## config.mk

```make
export PLATFORM = sky130hd
export DESIGN_NAME = gpio_input
export DESIGN_NICKNAME = d
export VERILOG_FILES = /design/src/rtl/gpio_pkg.sv /design/src/rtl/gpio_debounce.sv /design/src/rtl/gpio_input.sv
export SDC_FILE = /design/constraint.sdc
export NUM_CORES = 1
export LEC_CHECK = 0
export ABC_CLOCK_PERIOD_IN_PS = 2700
export BUFFER_PORTS_ARGS = -buffer_cell sky130_fd_sc_hd__buf_2
export CAP_MARGIN = 20
export CORE_ASPECT_RATIO = 2
export CORE_MARGIN = 5
export CORE_UTILIZATION = 55
export DETAILED_ROUTE_END_ITERATION = 7
export HOLD_SLACK_MARGIN = 0.12
export PLACE_DENSITY = 0.89
export REMOVE_ABC_BUFFERS = 1
export SYNTH_ARGS = -nofsm -noshare
export SYNTH_HDL_FRONTEND = slang
export SYNTH_HIERARCHICAL = 1
export SYNTH_SLANG_ARGS = --single-unit
```

## constraint.sdc

```tcl
create_clock -name clk -period 2.7 [get_ports clk]
set_input_delay 0.27 -clock clk [delete_from_list [all_inputs] [get_ports clk]]
set_output_delay 0.27 -clock clk [all_outputs]
set_load 0.05 [all_outputs]
```

## src/rtl/gpio_pkg.sv

```systemverilog
// gpio_pkg: default sizing shared by the GPIO input and output paths
package gpio_pkg;
  localparam int NUM_IN_DEF = 4;
  localparam int DEBOUNCE_CYCLES_DEF = 16;
endpackage

```

## src/rtl/gpio_debounce.sv

```systemverilog
// gpio_debounce: one-channel two-flop synchronizer, debounce counter and rise pulse
module gpio_debounce
  import gpio_pkg::*;
#(
  parameter int DEBOUNCE_CYCLES = DEBOUNCE_CYCLES_DEF,
  parameter int CNT_W = $clog2(DEBOUNCE_CYCLES)
) (
  input  logic clk,
  input  logic rst,
  input  logic btn,
  output logic level,
  output logic rise,
  output logic rise_next
);
  localparam logic [CNT_W-1:0] CNT_MAX = CNT_W'(DEBOUNCE_CYCLES - 1);
  logic s1, s2, done, level_next;
  logic [CNT_W-1:0] cnt, cnt_next;
  // any sample that agrees with the accepted level restarts the count
  assign done = (s2 != level) && (cnt == CNT_MAX);
  assign level_next = done ? s2 : level;
  assign cnt_next = (s2 == level || done) ? '0 : cnt + 1'b1;
  assign rise_next = done && s2;
  always_ff @(posedge clk or posedge rst) begin
    if (rst) begin
      s1 <= 1'b0;
      s2 <= 1'b0;
      level <= 1'b0;
      cnt <= '0;
      rise <= 1'b0;
    end else begin
      s1 <= btn;
      s2 <= s1;
      level <= level_next;
      cnt <= cnt_next;
      rise <= rise_next;
    end
  end
endmodule

```

## src/rtl/gpio_input.sv

```systemverilog
// gpio_input: debounced button levels, rise pulses and a sticky event register with ack
module gpio_input
  import gpio_pkg::*;
#(
  parameter int NUM_IN = NUM_IN_DEF,
  parameter int DEBOUNCE_CYCLES = DEBOUNCE_CYCLES_DEF,
  parameter int CNT_W = $clog2(DEBOUNCE_CYCLES)
) (
  input  logic              clk,
  input  logic              rst,
  input  logic [NUM_IN-1:0] btn_in,
  output logic [NUM_IN-1:0] btn_level,
  output logic [NUM_IN-1:0] btn_rise,
  output logic              evt_valid,
  output logic [NUM_IN-1:0] evt_data,
  input  logic              evt_ack
);
  logic [NUM_IN-1:0] rise_next, pend;
  for (genvar i = 0; i < NUM_IN; i++) begin : g_ch
    gpio_debounce #(.DEBOUNCE_CYCLES(DEBOUNCE_CYCLES), .CNT_W(CNT_W)) u_db (
      .clk(clk),
      .rst(rst),
      .btn(btn_in[i]),
      .level(btn_level[i]),
      .rise(btn_rise[i]),
      .rise_next(rise_next[i])
    );
  end
  // a rise landing with the ack survives the clear
  always_ff @(posedge clk or posedge rst) begin
    if (rst) pend <= '0;
    else pend <= (evt_ack && evt_valid ? '0 : pend) | rise_next;
  end
  assign evt_valid = |pend;
  assign evt_data = pend;
endmodule

```

# --- Yosys cells after proc, flatten, opt, wreduce, memory -nomap -nowiden ---
# Cells that the tools add are included.
word_totals:
  reg_bits: 36
  out_inout_bits: 13
  in_bits: 7
  wordCells: 57
op_classes:
  n_eq_ne: 12
  mux: 5
  bitwise_logic: 1
  n_reduce_logical: 14
  addsub: 4
op_table:
  columns: ["operator", "count"]
  rows:
  - ["2-to-1 mux 4 bit", 5]
  - ["adder 4 x 1 -> 4 bit, second input constant", 4]
  - ["equality test 4 bit, second input constant", 4]
  - ["logical AND 1 bit", 9]
  - ["equality test 1 bit", 4]
  - ["logical OR 1 bit", 4]
  - ["!= test 1 bit", 4]
  - ["bitwise OR 4 bit", 1]
  - ["OR reduction 4 bit", 1]

# --- Depth between registers and ports, before layout ---
# Gate-level depths: netlist (run 1).
depth:
  depth_word: 4
  mapped_depth: 4
  mapped_depth_nobuf: 4

# --- Cells and area by module ---
# Netlist (run 1), hierarchy kept.
modules_own_cells:
  columns: ["mod", "cells_per_inst", "area_each_um2", "instances", "seq_area_each_um2"]
  rows:
  - ["gpio_debounce", 23, 320.3, 4, 200.2]
  - ["gpio_input", 11, 146.4, 1, 100.1]

# --- Worst setup path after synthesis (run 1) ---
# No wires, ideal clock.
synth_path:
  path_kind: "register -> output"
  from: "register pend[0], in the netlist evt_data[0]"
  to: "output port evt_valid"
  path_stages_with_launch: 2
  n_path_buf: 0
  required_ns: 2.430
  setup_slack_ns: 1.044
  t_arrival_ns: 1.386
  cell_sequence: "dfrtp_1 -> or4_1"
synth_via:
  elab_chain_cells: 1
synth_rtl:
  columns: ["element", "line_no", "text"]
  rows:
  - ["start: declaration", "gpio_input.sv:18", "logic [NUM_IN-1:0] rise_next, pend;"]
  - ["start signal: assignment", "gpio_input.sv:32", "else pend <= (evt_ack && evt_valid ? '0 : pend) | rise_next;"]
  - ["OR reduction 4 bit", "gpio_input.sv:34", "assign evt_valid = |pend;"]
  - ["end: declaration", "gpio_input.sv:14", "output logic evt_valid,"]
# No other way between the ends.

# --- Worst setup path in the final report (run 1) ---
# Same ends and word-level chain as after synthesis.

==> impl_metrics.py, run 1 <==
metrics = {
    "outcome": {
        "status": "complete, no violations",
    },
    "place": {
        "hpwl_um": 1610,
        "gp_congestion": 0.763,
        "place_inst": 150,
        "port-buffer-count": 19,
        "placed_area_um2": 1560,
    },
    "drt": {
        "wirelength_um": 2130,
        "via_per_inst": 4.86,
        "drtIter0Drc": 6,
        "detail-route-antenna-nets": 0,
        "firstDrtPassIters": 2,
        "routedWlPerCell_um": 13.1,
        "vias": 792,
        "drc": 0,
    },
    "setup_path": {
        "startpoint_type": "flip-flop",
        "critPathCaptureType": "primary output",
        "r2r_slack_ns": 1.46,
        "slowest_delay_ns": 0.51,
        "cp_max_fo": 3,
        "crit_required_ns": 2.43,
        "cpMaxStageDelayCell": "or4_1",
        "setup.worst_path.start": "evt_data[0]",
        "arrival_ns": 1.41,
        "cp_cell_sequence": "or4_1 > buf_2",
        "crit_type": "reg -> out",
        "r2r_cells": 4,
        "r2r_start": "g_ch[0].u_db/cnt[0]",
        "r2r-end": "evt_data[0]",
    },
    "finish": {
        "design_area_um2": 1720,
        "n_antenna_cell": 0,
        "finalNonFillerCells": 163,
        "nets": 145,
        "seq_area_um2": 901,
        "final_cell_mix": "dfrtp_1 (36), buf_2 (19), nor2_1 (16)",
        "fillCellCount": 194,
        "multiInputGateArea_um2": 489,
        "areaGrowthSynthToFinish_pct": 20.4,
        "final_common_cell": "dfrtp_1",
        "drive_gt1_frac": 0.296,
    },
    "cts": {
        "ctsRootBufferMaster": "clkbuf_8",
        "cts-buffers-inserted": 5,
        "insertion_delay_ns": 0.29,
        "htreeDepth": 2,
        "clockBufferDepth": 2,
        "cts_resized": 0,
        "cts_tree": "built",
        "cts.clk_slew.worst_paths_ns": 0.07,
        "clock-sinks": 36,
    },
    "power": {
        "total_leakage_power_uw": 0.000921,
        "ir_worst_vdd_mv": 0.523,
        "p_per_area_nw_per_um2": 641,
    },
    "sta": {
        "period_share": 0.624,
        "clock-skew-final_ns": 0.00729,
        "rsz0062_at_grt": "no",
        "max_freq_mhz": 594,
        "period_minus_slack_ns": 1.68,
        "final-max-slew-violation-count": 0,
        "hold_ws_ns": 0.310,
        "setup_viol": 0,
        "finalHoldViolations": 0,
        "setup_total_negative_slack_ns": 0,
        "relSlewSlack": 0.800,
        "tightestPinTransition_ns": 0.299,
    },
    "hold_path": {
        "hold_class": "in -> reg",
        "whs_path_depth": 3,
        "whs_endpoint": "evt_data[2]",
        "min_from": "evt_ack",
    },
    "global_route": {
        "grt_max_degree": 13,
        "antenna_found_initial": 0,
        "grt_use_total": 0.135,
        "grt_pass1_vias": 843,
        "grt_pass1_wl_um": 3510,
        "overflow": 0,
    },
    "logic_synthesis": {
        "netlist.area_leader.share": 0.631,
        "ys_ff_latch": 36,
        "synth_cells": 103,
        "postSynthAreaPerCell_um2": 13.9,
        "ys_warn_count": 6,
        "synth_cell_type_count": 14,
        "netlist_area_um2": 1430,
        "synth_area_leaders": "dfrtp_1 (63%), nand3_4 (4.9%), xnor2_1 (4.9%)",
        "synth_top_area_cell": "dfrtp_1",
        "synth_seq_area_share": 0.631,
    },
    "floorplan": {
        "die_y_um": 82.1,
        "core_area_um2": 2540,
        "start_util": 0.563,
        "rows": 26,
        "die_x_um": 46.0,
        "ios": 20,
        "die-area_um2": 3780,
    },
    "job": {
        "max_cap_violations": 0,
    },
}
cells by family (layout without fill, tap and decap cells):
logic type,Yosys count,in the layout,share of synthesized area
AO/OA/AOI/OAI,4,4,0.0219
adder cells (fa/ha/maj),4,4,0.0351
buffers and inverters,10,42,0.0263
flip-flops,36,36,0.631
AND/OR/NAND/NOR,33,33,0.170
XOR/XNOR,12,12,0.0736
multiplexers,4,4,0.0421
critical path, delay by kind of cell (launching register included):
| family | cells | cell delay (ns) |
|---|---|---|
| buf+inv | 1 | 0.22 |
| simple gates | 1 | 0.51 |
| flops | 1 | 0.39 |
cell type report:
type / count / area share
multi-input cells: 57 / 0.285
clock inverters: 3 / 0.0247
well taps: 28 / 0.0204
inverters: 10 / 0.0218
clock buffers: 5 / 0.0400
repair buffers: 24 / 0.0844
flip-flops and latches: 36 / 0.524
timing repair:
| item | CTS | global route |
|---|---|---|
| hold buffers | 5 | 0 |
| hold endpoints to repair | 40 | 0 |
| buffers inserted | 0 | 0 |
| endpoints found under the setup margin | 0 | 0 |
per-stage QoR:
| step | power, uW | utilization | setup slack [ns] |
|---|---|---|---|
| 6_report | 1100 | 0.678 | 1.02 |
| 3_3_place_gp | 638 | 0.614 | 1.35 |
| 4_1_cts | 1120 | 0.678 | 0.995 |
| 5_1_grt | 1140 | 0.678 | 0.966 |
| 2_1_floorplan | 627 | - | 1.04 |
| 3_5_place_dp | 645 | 0.614 | 1.32 |
synthesized netlist by cell type:
cell type	count
dfrtp_1	36
nor2_1	16
inv_1	10
xnor2_1	8
ha_1	4
mux2_4	4
nand2b_4	4
nand3_1	4
nand3_4	4
nor3b_1	4
xor2_1	4
a21o_1	3
a21o_2	1
or4_1	1
state kept, by name, indices dropped and copies added, names as in the netlist:
register / cells
g_ch.u_db/cnt: 16
evt_data: 4
g_ch.u_db/level: 4
g_ch.u_db/rise: 4
g_ch.u_db/s1: 4
g_ch.u_db/s2: 4
power by group:
group / internal, uW / leakage (uW) / switching [uW]
clock: 273 / 0.0000541 / 192
sequential: 560 / 0.000474 / 16.4
combinational: 29.5 / 0.000393 / 32.0
per-layer routing:
metal / up-vias / wire [um] / global-route usage
li1: 393 / - / -
met1: 369 / 845 / 0.146
met2: 23 / 1050 / 0.210
met3: 7 / 172 / 0.0548
met4: 0 / 60 / 0.0855
met5: - / 0 / 0
how the worst max path moves through the flow:
stage,end,slack [ns]
after global routing,evt_valid,0.97
after floorplan,evt_valid,1.04
after CTS,evt_valid,1.0
final,evt_valid,1.02
after detailed placement,evt_valid,1.32
after global placement,evt_valid,1.35
Power figures use the tool's default switching activity.
==> run 2, diff against run 1 <==
Settings changed: ABC_AREA set to 1, ABC_CLOCK_PERIOD_IN_PS 2700 to 1700, CORE_ASPECT_RATIO 2 to not set.
Clock period 2.7 ns to 1.7 ns, I/O delays scaled along.
==> run 2 against run 1 <==
Effect of this change:
- first-iteration DRC count grew to 3.0 times the previous value
- sequential power grew 59%
- cell area shrank 2.1%
- global-route usage grew 3.3 points
- highest routed layer unchanged
==> impl_metrics.py, run 2 <==
metrics = {
    "place": {
        "hpwl_um": 1900,
        "port-buffer-count": 19,
        "gp_congestion": 0.708,
    },
    "floorplan": {
        "die-area_um2": 3710,
        "start_util": 0.575,
        "die_x_um": 60.9,
        "rows": 18,
        "core_area_um2": 2480,
        "die_y_um": 60.9,
        "ios": 20,
    },
    "logic_synthesis": {
        "async_reset_ff_frac": 1.00,
        "synth_cell_type_count": 12,
        "synth_edf_count": 0,
        "synth.most_common_cell": "dfrtp_1",
        "synth_seq_area_share": 0.632,
        "netlist.area_leader.share": 0.632,
        "synth_cells": 141,
        "postSynthAreaPerCell_um2": 10.1,
        "synthTopCellsByCount": "dfrtp_1 (36), nand2_1 (29), inv_1 (25)",
        "synth_area_leaders": "dfrtp_1 (63%), nand2_1 (7.6%), inv_1 (6.6%)",
        "ys_warn_count": 6,
        "synth_top_area_cell": "dfrtp_1",
        "netlist_area_um2": 1430,
        "synthFlopType": "dfrtp_1",
        "ys_ff_latch": 36,
    },
    "global_route": {
        "overflow": 0,
        "antenna_found_initial": 0,
        "grt_use_total": 0.167,
        "grt_pass1_vias": 1078,
        "grt_pass1_wl_um": 4400,
        "grt_max_degree": 11,
    },
    "setup_path": {
        "cpMaxStageDelayCell": "dfrtp_1",
        "startpoint_type": "flip-flop",
        "crit_type": "reg -> out",
        "cp_max_fo": 3,
        "critPathCaptureType": "primary output",
        "cp_cell_sequence": "nor2_1 > nand2_1 > buf_2",
        "slowest_delay_ns": 0.40,
        "arrival_ns": 1.10,
        "crit_required_ns": 1.53,
    },
    "power": {
        "p_per_area_nw_per_um2": 890,
        "ir_worst_vdd_mv": 0.717,
        "total_leakage_power_uw": 0.000913,
        "p_total_uw": 1500,
    },
    "drt": {
        "drc": 0,
        "m1WireLength_um": 918,
        "met2WireLength_um": 1370,
        "firstDrtPassIters": 3,
        "wirelength_um": 2510,
        "vias": 1008,
        "dr_wl_met3_um": 138,
        "route.top_layer_used": "met4",
        "detail-route-antenna-nets": 0,
        "via_per_inst": 4.97,
        "routedWlPerCell_um": 12.3,
        "drtIter0Drc": 18,
    },
    "finish": {
        "fillCellCount": 200,
        "nets": 184,
        "drive_gt1_frac": 0.202,
        "n_antenna_cell": 0,
        "seq_area_um2": 901,
        "areaGrowthSynthToFinish_pct": 18.1,
        "largest_register": "g_ch.u_db/cnt",
        "final_common_cell": "dfrtp_1",
        "multiInputGateArea_um2": 427,
        "final_core_util": 0.679,
        "final_cell_mix": "dfrtp_1 (36), nand2_1 (29), inv_1 (25)",
        "largest_reg_flops": 16,
    },
    "sta": {
        "period_minus_slack_ns": 1.27,
        "period_share": 0.748,
        "setup_total_negative_slack_ns": 0,
        "setup_viol": 0,
        "max_freq_mhz": 787,
        "rsz0062_at_grt": "no",
        "clock-skew-final_ns": 0.00262,
        "finalHoldViolations": 0,
        "tightestPinTransition_ns": 0.306,
        "relSlewSlack": 0.796,
        "final-max-slew-violation-count": 0,
    },
    "cts": {
        "insertion_delay_ns": 0.32,
        "postCtsSetupBuffers": 0,
        "cts_tree": "built",
        "clockBufferDepth": 2,
        "cts-buffers-inserted": 5,
        "clock-sinks": 36,
        "ctsRootBufferMaster": "clkbuf_4",
        "htreeDepth": 2,
        "cts.clk_slew.worst_paths_ns": 0.09,
    },
    "outcome": {
        "status": "complete, no violations",
    },
    "hold_path": {
        "hold_class": "in -> async",
    },
    "job": {
        "max_cap_violations": 0,
    },
}
run 2: changes by cell type after synthesis, sizes merged, moves of 2 or more:
cell / previous run / this run
o21ai: 0 / 4
nand3: 8 / 12
nor3: 0 / 4
a21o: 4 / 0
inv: 10 / 26
mux2: 4 / 0
xnor2: 8 / 4
nor3b: 4 / 0
nand2: 0 / 29
nor2: 16 / 18
nand4: 0 / 4
nand2b: 4 / 0
xor2: 4 / 0
run 2: path summary, 6_finish.rpt:
check                               startpoint                   to  slack, ns  cells after the start
max                                evt_data[2]            evt_valid       0.43                      3
min                                        rst          evt_data[3]       0.33                      3
max reg2reg                g_ch[0].u_db/cnt[0]          evt_data[0]       0.52                      5
min reg2reg                    g_ch[1].u_db/s1      g_ch[1].u_db/s2       0.36                      0
max in group asynchronous                  rst  g_ch[2].u_db/cnt[2]       1.08                      3
min in group clk               g_ch[1].u_db/s1      g_ch[1].u_db/s2       0.36                      0
run 2: stage by stage:
step                setup slack, ns  instance area (um2)  std cells  hold WS (ns)
floorplan                     0.455                 1430        141       -0.0639
global placement              0.573                 1560        190         0.103
detailed placement            0.531                 1560        190         0.113
CTS                           0.378                 1680        203         0.290
global route                  0.330                 1680        203         0.322
finish                        0.429                 1680        203         0.327
run 2: power breakdown:
part	internal, uW	switching, uW	leakage (uW)
sequential	888	28.9	0.000474
clock	234	248	0.0000374
combinational	41.7	56.0	0.000401
run 2: area by class of cell:
cell class	count	area share
repair buffers	25	0.0922
inverters	26	0.0580
clock buffers	7	0.0387
well taps	30	0.0223
flip-flops and latches	36	0.535
multi-input cells	79	0.254
run 2: routing by layer:
| metal | track usage | up-vias |
|---|---|---|
| met3 | 0.0660 | 10 |
| li1 | - | 495 |
| met2 | 0.305 | 22 |
| met5 | 0 | - |
| met1 | 0.158 | 481 |
| met4 | 0.0929 | 0 |
run 2: cells by family after synthesis:
group,count (synthesis),synth area share
compound gates,4,0.0140
buf+inv,26,0.0685
flops,36,0.632
simple gates,67,0.226
fa+ha+maj,4,0.0351
xor+xnor,4,0.0246
run 2: repair_timing:
item / 4_1_cts / 5_1_grt
hold buffers: 6 / 0
gates resized for setup: 0 / 0
hold endpoints to repair: 44 / 0
run 2: worst max-delay path: cells and delay by family, from the launching register on:
family / cells / cell delay, ns
DFF: 1 / 0.40
buffers and inverters: 1 / 0.20
and+or+nand+nor: 2 / 0.16
